[src/rtl/unicycle_pkg.sv]
// Shared encodings for the unicycle PC/SP write path: PC ops, SP ops,
// FSM states and fault codes.
package unicycle_pkg;

  // PC operation select
  localparam logic [1:0] PC_INC  = 2'b00;
  localparam logic [1:0] PC_REL  = 2'b01;
  localparam logic [1:0] PC_ABS  = 2'b10;
  localparam logic [1:0] PC_HALT = 2'b11;

  // SP operation select
  localparam logic [1:0] SP_NONE  = 2'b00;
  localparam logic [1:0] SP_SETSP = 2'b01;
  localparam logic [1:0] SP_PUSH  = 2'b10;
  localparam logic [1:0] SP_POP   = 2'b11;

  // FSM states (2'b11 is unused)
  localparam logic [1:0] ST_RUN   = 2'b00;
  localparam logic [1:0] ST_HALT  = 2'b01;
  localparam logic [1:0] ST_FAULT = 2'b10;

  // Sticky fault codes
  localparam logic [1:0] FAULT_NONE      = 2'b00;
  localparam logic [1:0] FAULT_OVERFLOW  = 2'b01;
  localparam logic [1:0] FAULT_UNDERFLOW = 2'b10;

endpackage

[src/rtl/pc_next_calc.sv]
// Combinational next-PC selection: increment, relative branch, absolute
// load, or hold for HALT. All arithmetic wraps modulo 2^16.
module pc_next_calc
  import unicycle_pkg::*;
(
  input  logic [15:0] pc,
  input  logic [1:0]  pc_op,
  input  logic [15:0] imm,
  input  logic [15:0] data_in,
  output logic [15:0] pc_next
);

  // Select the candidate PC for the requested operation
  always_comb begin
    pc_next = pc;
    case (pc_op)
      PC_INC:  pc_next = pc + 16'h0001;
      PC_REL:  pc_next = pc + imm;
      PC_ABS:  pc_next = data_in;
      default: pc_next = pc;
    endcase
  end

endmodule

[src/rtl/pc_sp_write_unit.sv]
// PC/SP write unit: registered PC and SP with a RUN/HALT/FAULT FSM.
// Stack bounds are checked on PUSH/POP; a violation freezes PC and SP,
// records a sticky fault code and parks the FSM in FAULT until reset.
module pc_sp_write_unit
  import unicycle_pkg::*;
#(
  parameter logic [15:0] RESET_PC    = 16'h0000,
  parameter logic [15:0] STACK_BASE  = 16'hFFFF,
  parameter logic [15:0] STACK_LIMIT = 16'hF000
)(
  input  logic        clk,
  input  logic        reset,
  input  logic        stall,
  input  logic        resume,
  input  logic [1:0]  pc_op,
  input  logic [1:0]  sp_op,
  input  logic [15:0] imm,
  input  logic [15:0] data_in,
  output logic [15:0] pc_out,
  output logic [15:0] sp_out,
  output logic [1:0]  state_out,
  output logic [1:0]  fault_code
);

  logic [15:0] pc_q, pc_d, pc_calc;
  logic [15:0] sp_q, sp_d;
  logic [1:0]  state_q, state_d;
  logic [1:0]  fault_q, fault_d;
  logic        push_ovf, pop_unf;

  pc_next_calc u_pc_next_calc (
    .pc      (pc_q),
    .pc_op   (pc_op),
    .imm     (imm),
    .data_in (data_in),
    .pc_next (pc_calc)
  );

  assign push_ovf = (sp_op == SP_PUSH) && (sp_q == STACK_LIMIT);
  assign pop_unf  = (sp_op == SP_POP)  && (sp_q == STACK_BASE);

  // Next-state logic: only RUN touches PC/SP; a stall freezes everything
  always_comb begin
    pc_d    = pc_q;
    sp_d    = sp_q;
    state_d = state_q;
    fault_d = fault_q;
    if (!stall) begin
      case (state_q)
        ST_RUN: begin
          if (push_ovf) begin
            state_d = ST_FAULT;
            fault_d = FAULT_OVERFLOW;
          end else if (pop_unf) begin
            state_d = ST_FAULT;
            fault_d = FAULT_UNDERFLOW;
          end else begin
            pc_d = pc_calc;
            if (pc_op == PC_HALT) state_d = ST_HALT;
            case (sp_op)
              SP_SETSP: sp_d = data_in;
              SP_PUSH:  sp_d = sp_q - 16'h0001;
              SP_POP:   sp_d = sp_q + 16'h0001;
              default:  sp_d = sp_q;
            endcase
          end
        end
        ST_HALT: begin
          if (resume) state_d = ST_RUN;
        end
        ST_FAULT: begin
          state_d = ST_FAULT;
        end
        default: begin
          state_d = ST_RUN;
        end
      endcase
    end
  end

  // State registers; reset wins over stall, resume and every op
  always_ff @(posedge clk) begin
    if (reset) begin
      pc_q    <= RESET_PC;
      sp_q    <= STACK_BASE;
      state_q <= ST_RUN;
      fault_q <= FAULT_NONE;
    end else begin
      pc_q    <= pc_d;
      sp_q    <= sp_d;
      state_q <= state_d;
      fault_q <= fault_d;
    end
  end

  assign pc_out     = pc_q;
  assign sp_out     = sp_q;
  assign state_out  = state_q;
  assign fault_code = fault_q;

endmodule

[config.mk]
export PLATFORM = sky130hd
export DESIGN_NAME = pc_sp_write_unit
export DESIGN_NICKNAME = d
export VERILOG_FILES = /design/src/rtl/unicycle_pkg.sv /design/src/rtl/pc_next_calc.sv /design/src/rtl/pc_sp_write_unit.sv
export SDC_FILE = /design/constraint.sdc
export NUM_CORES = 1
export LEC_CHECK = 0
export BUFFER_PORTS_ARGS = -buffer_cell sky130_fd_sc_hd__buf_4
export CORE_MARGIN = 5
export CORE_UTILIZATION = 45
export DETAILED_ROUTE_END_ITERATION = 6
export GPL_TIMING_DRIVEN = 0
export PLACE_DENSITY = 0.68
export SLEW_MARGIN = 10
export SYNTH_ARGS = -nofsm -noshare
export SYNTH_HDL_FRONTEND = slang
export SYNTH_HIERARCHICAL = 1
export SYNTH_SLANG_ARGS = --single-unit
export TNS_END_PERCENT = 20
[constraint.sdc]
create_clock -name clk -period 3.2 [get_ports clk]
set_input_delay 0.48 -clock clk [delete_from_list [all_inputs] [get_ports clk]]
set_output_delay 0.48 -clock clk [all_outputs]
set_load 0.02 [all_outputs]
==> impl_metrics.tcl <==
set metrics [dict create \
    antenna_found_initial 0 \
    clock_latency_ns 0.30 \
    fillers 827 \
    rsz0062_at_grt "false" \
    numCtsBuffers 5 \
    port_buffers 74 \
    outcome "finished clean" \
    postSynthRegisterBits 36 \
    area_growth_pct 21.5 \
    crit_path_start_kind "input port" \
    dr.pass1.iters 5 \
    cp-end-kind "register" \
    postLayoutCoreUtil_pct 55.0 \
    finalNetCount 643 \
    vias 4108 \
    io_pins 76 \
    crit_top_cell "a21oi_1" \
    clk_pin_slew_ns 0.08 \
    num_rows 33 \
    design_area_um2 4450 \
    yosys_warnings 6 \
    gr-total-overflow 0 \
    relSlewSlack_pct 44.6 \
    grtUsageMet2_pct 39.4 \
    clock_skew_ns 0.0126 \
    drv_cap 0 \
    drt-initial-drc-count 285 \
    gp_congestion 0.867 \
    synth_fp_nets 562 \
    cp_data_required_time_ns 3.42 \
    grt_use_total_pct 23.0 \
    wire_per_inst_um 17.5 \
    final-setup-viol-count 0 \
    final_cell_mix "74 x buf_4, 57 x nand2_1, 56 x a21oi_1" \
    power.density_nw_per_um2 357 \
    drive_above_1_share_pct 19.8 \
    cts_root_buffer "clkbuf_8" \
    synth_edf_count 0 \
    synth_top_flop_cell "dfxtp_1" \
    drt_wl_total_um 11900 \
    cts_sinks 36 \
    worstMarginPinSlew_ns 0.825 \
    cts_tree "built" \
    die-area_um2 10100 \
    die_x_um 100 \
    synth.avg_cell_area_um2 7.50 \
    die_height_um 100 \
    timing.critical_path.buf_inv 3 \
    cp_top_family "compound AO/OA/AOI/OAI gates" \
    hold_violations 0 \
    cp_data_arrival_time_ns 3.26 \
    drc 0 \
    antenna_cells 0 \
    maxSlewViolCount 0 \
    max_stage_delay_ns 0.48 \
    vias_per_cell 6.08 \
    final_common_cell "buf_4" \
    syn-cell-area_um2 3670 \
    start_util_pct 45.3 \
    dpl-instance-area_um2 4350 \
    ys_async_sr_fraction_pct 0 \
    multi_input_area_um2 2790 \
    synth_cells 489 \
    first_global_vias 3771 \
    worstHoldPathType "input port to register" \
    hpwl_um 9490 \
    peakVddDrop_v 0.000195 \
    finalCritPeriodShare_pct 94.7 \
    crit_fanout 10 \
    synth_cell_types 65 \
    cts_setup_buffers 0 \
    use_met1_pct 30.0 \
    crit_type "input port to register" \
    grt_max_degree 18 \
    drt.antenna.violating_nets 0 \
    min_period_ns 3.03 \
    yosysSeqAreaShare_pct 19.7 \
    cp_slowest_cell "fa_1" \
    core-area_um2 8090 \
    cts_hold_buf 0 \
    grt-busiest-layer "met2" \
    cts.htree.levels 2 \
    final-seq-area_um2 721 \
    max_freq_mhz 330 \
    cts.path.max_buffers 2 \
    power.leakage_uw 0.00189 \
    use_met3_pct 2.43 \
    grt_pass1_wl_um 18700 \
    worstPathCellList "buf_4, buf_2, nor2b_2, clkbuf_2, nand2_1, fa_1, nor2b_4, o2111ai_2, a21oi_1, nor4b_1, o32ai_1, nand3_1, a21oi_1" \
]
-- sequential cells by signal, indices dropped and copies added (netlist names) --
| name | count |
|---|---|
| state_out | 2 |
| fault_code | 2 |
| sp_out | 16 |
| pc_out | 16 |
-- power breakdown --
group	switching [uW]	total, uW	leakage, uW	internal, uW
registers	54.1	539	0.000295	485
clock network	180	355	0.0000445	175
logic	404	695	0.00155	291
total	638	1590	0.00189	952
-- path summary, 6_finish.rpt --
kind / startpoint / endpoint / slack (ns) / cells past startpoint
worst max-delay path: pc_op[1] / pc_out[12] / 0.17 / 13
worst min-delay path: stall / state_out[0] / 0.46 / 3
worst max register to register: pc_out[0] / pc_out[12] / 0.57 / 10
worst min register to register: pc_out[14] / pc_out[14] / 0.51 / 2
-- synthesized netlist by cell type, types with 2 or more instances --
cell type,number,share of area (%)
buf_6,3,0.92
fa_1,2,1.1
o2111ai_1,2,0.48
o41ai_1,2,0.48
a21boi_0,3,0.61
xor2_1,12,2.9
o21ai_0,29,4.0
o31ai_1,2,0.41
and3_1,3,0.51
nand2b_1,10,1.7
nor3b_1,2,0.41
a211oi_1,4,0.82
buf_2,9,1.2
a22oi_1,4,0.82
o211ai_1,15,3.1
and4_1,2,0.48
a32oi_1,2,0.48
inv_1,9,0.92
nand3_1,19,2.6
and2_1,16,2.7
nor4_1,6,1.0
o211ai_2,2,0.68
o21a_1,6,1.2
a31oi_1,4,0.68
nor2_1,34,3.5
or3_1,4,0.68
a21o_1,9,1.8
clkbuf_1,13,1.3
dfxtp_1,36,20
nand4_1,9,1.5
mux2i_1,14,3.8
xnor2_1,7,1.7
nor3_1,9,1.2
nand2_1,58,5.9
ha_1,31,11
mux2_2,5,1.5
nor2b_1,6,1.0
a221oi_1,3,0.72
o22ai_1,2,0.34
a21oi_1,56,7.6
-- kinds of logic (layout without fill, tap and decap cells) --
group           Yosys count  after routing  share of synthesized area (%)
buf+inv                  35            117                           4.50
xor+xnor                 19             19                           4.54
mux                      19             19                           5.36
fa+ha+maj                33             33                           11.7
flops                    36             36                           19.7
simple gates            188            188                           26.0
compound gates          159            159                           28.2
-- cell type report --
type / count / area share (%)
Buffer: 25 / 2.89
Clock buffer: 7 / 1.94
Clock inverter: 1 / 0.169
Inverter: 10 / 0.843
Multi-Input combinational cell: 418 / 62.6
Sequential cell: 36 / 16.2
Tap cell: 105 / 2.95
Timing Repair Buffer: 74 / 12.5
-- per-layer routing --
| layer | wire length (um) | share of wire, % |
|---|---|---|
| met5 | 0 | 0 |
| met1 | 5000 | 42 |
| met4 | 313 | 2.6 |
| met2 | 5770 | 49 |
| met3 | 772 | 6.5 |
-- worst register-to-register path, cell delays in order, from the launching register on --
cell	delay, ns
dfxtp_1	0.42
ha_1	0.24
inv_1	0.08
fa_1	0.43
nor2b_4	0.15
o2111ai_2	0.14
a21oi_1	0.33
nor4b_1	0.10
o32ai_1	0.40
nand3_1	0.13
a21oi_1	0.14
-- what timing repair did --
action,4_1_cts,5_1_grt
endpoints found under the hold margin,0,0
gates resized for setup,1,2
setup endpoints to repair,1,4
-- through the flow --
stage | setup WS (ns) | cells | hold WS, ns | TNS, ns | total power [uW]
2_1_floorplan | 0.414 | 489 | 0.554 | 0 | 1000
4_1_cts | 0.105 | 676 | 0.459 | 0 | 1590
3_5_place_dp | -0.326 | 668 | 0.497 | -1.76 | 1230
3_3_place_gp | -0.259 | 668 | 0.489 | -1.04 | 1220
6_report | 0.168 | 676 | 0.455 | 0 | 1590
5_1_grt | 0.0218 | 676 | 0.503 | 0 | 1680
Power figures use the tool's default switching activity.
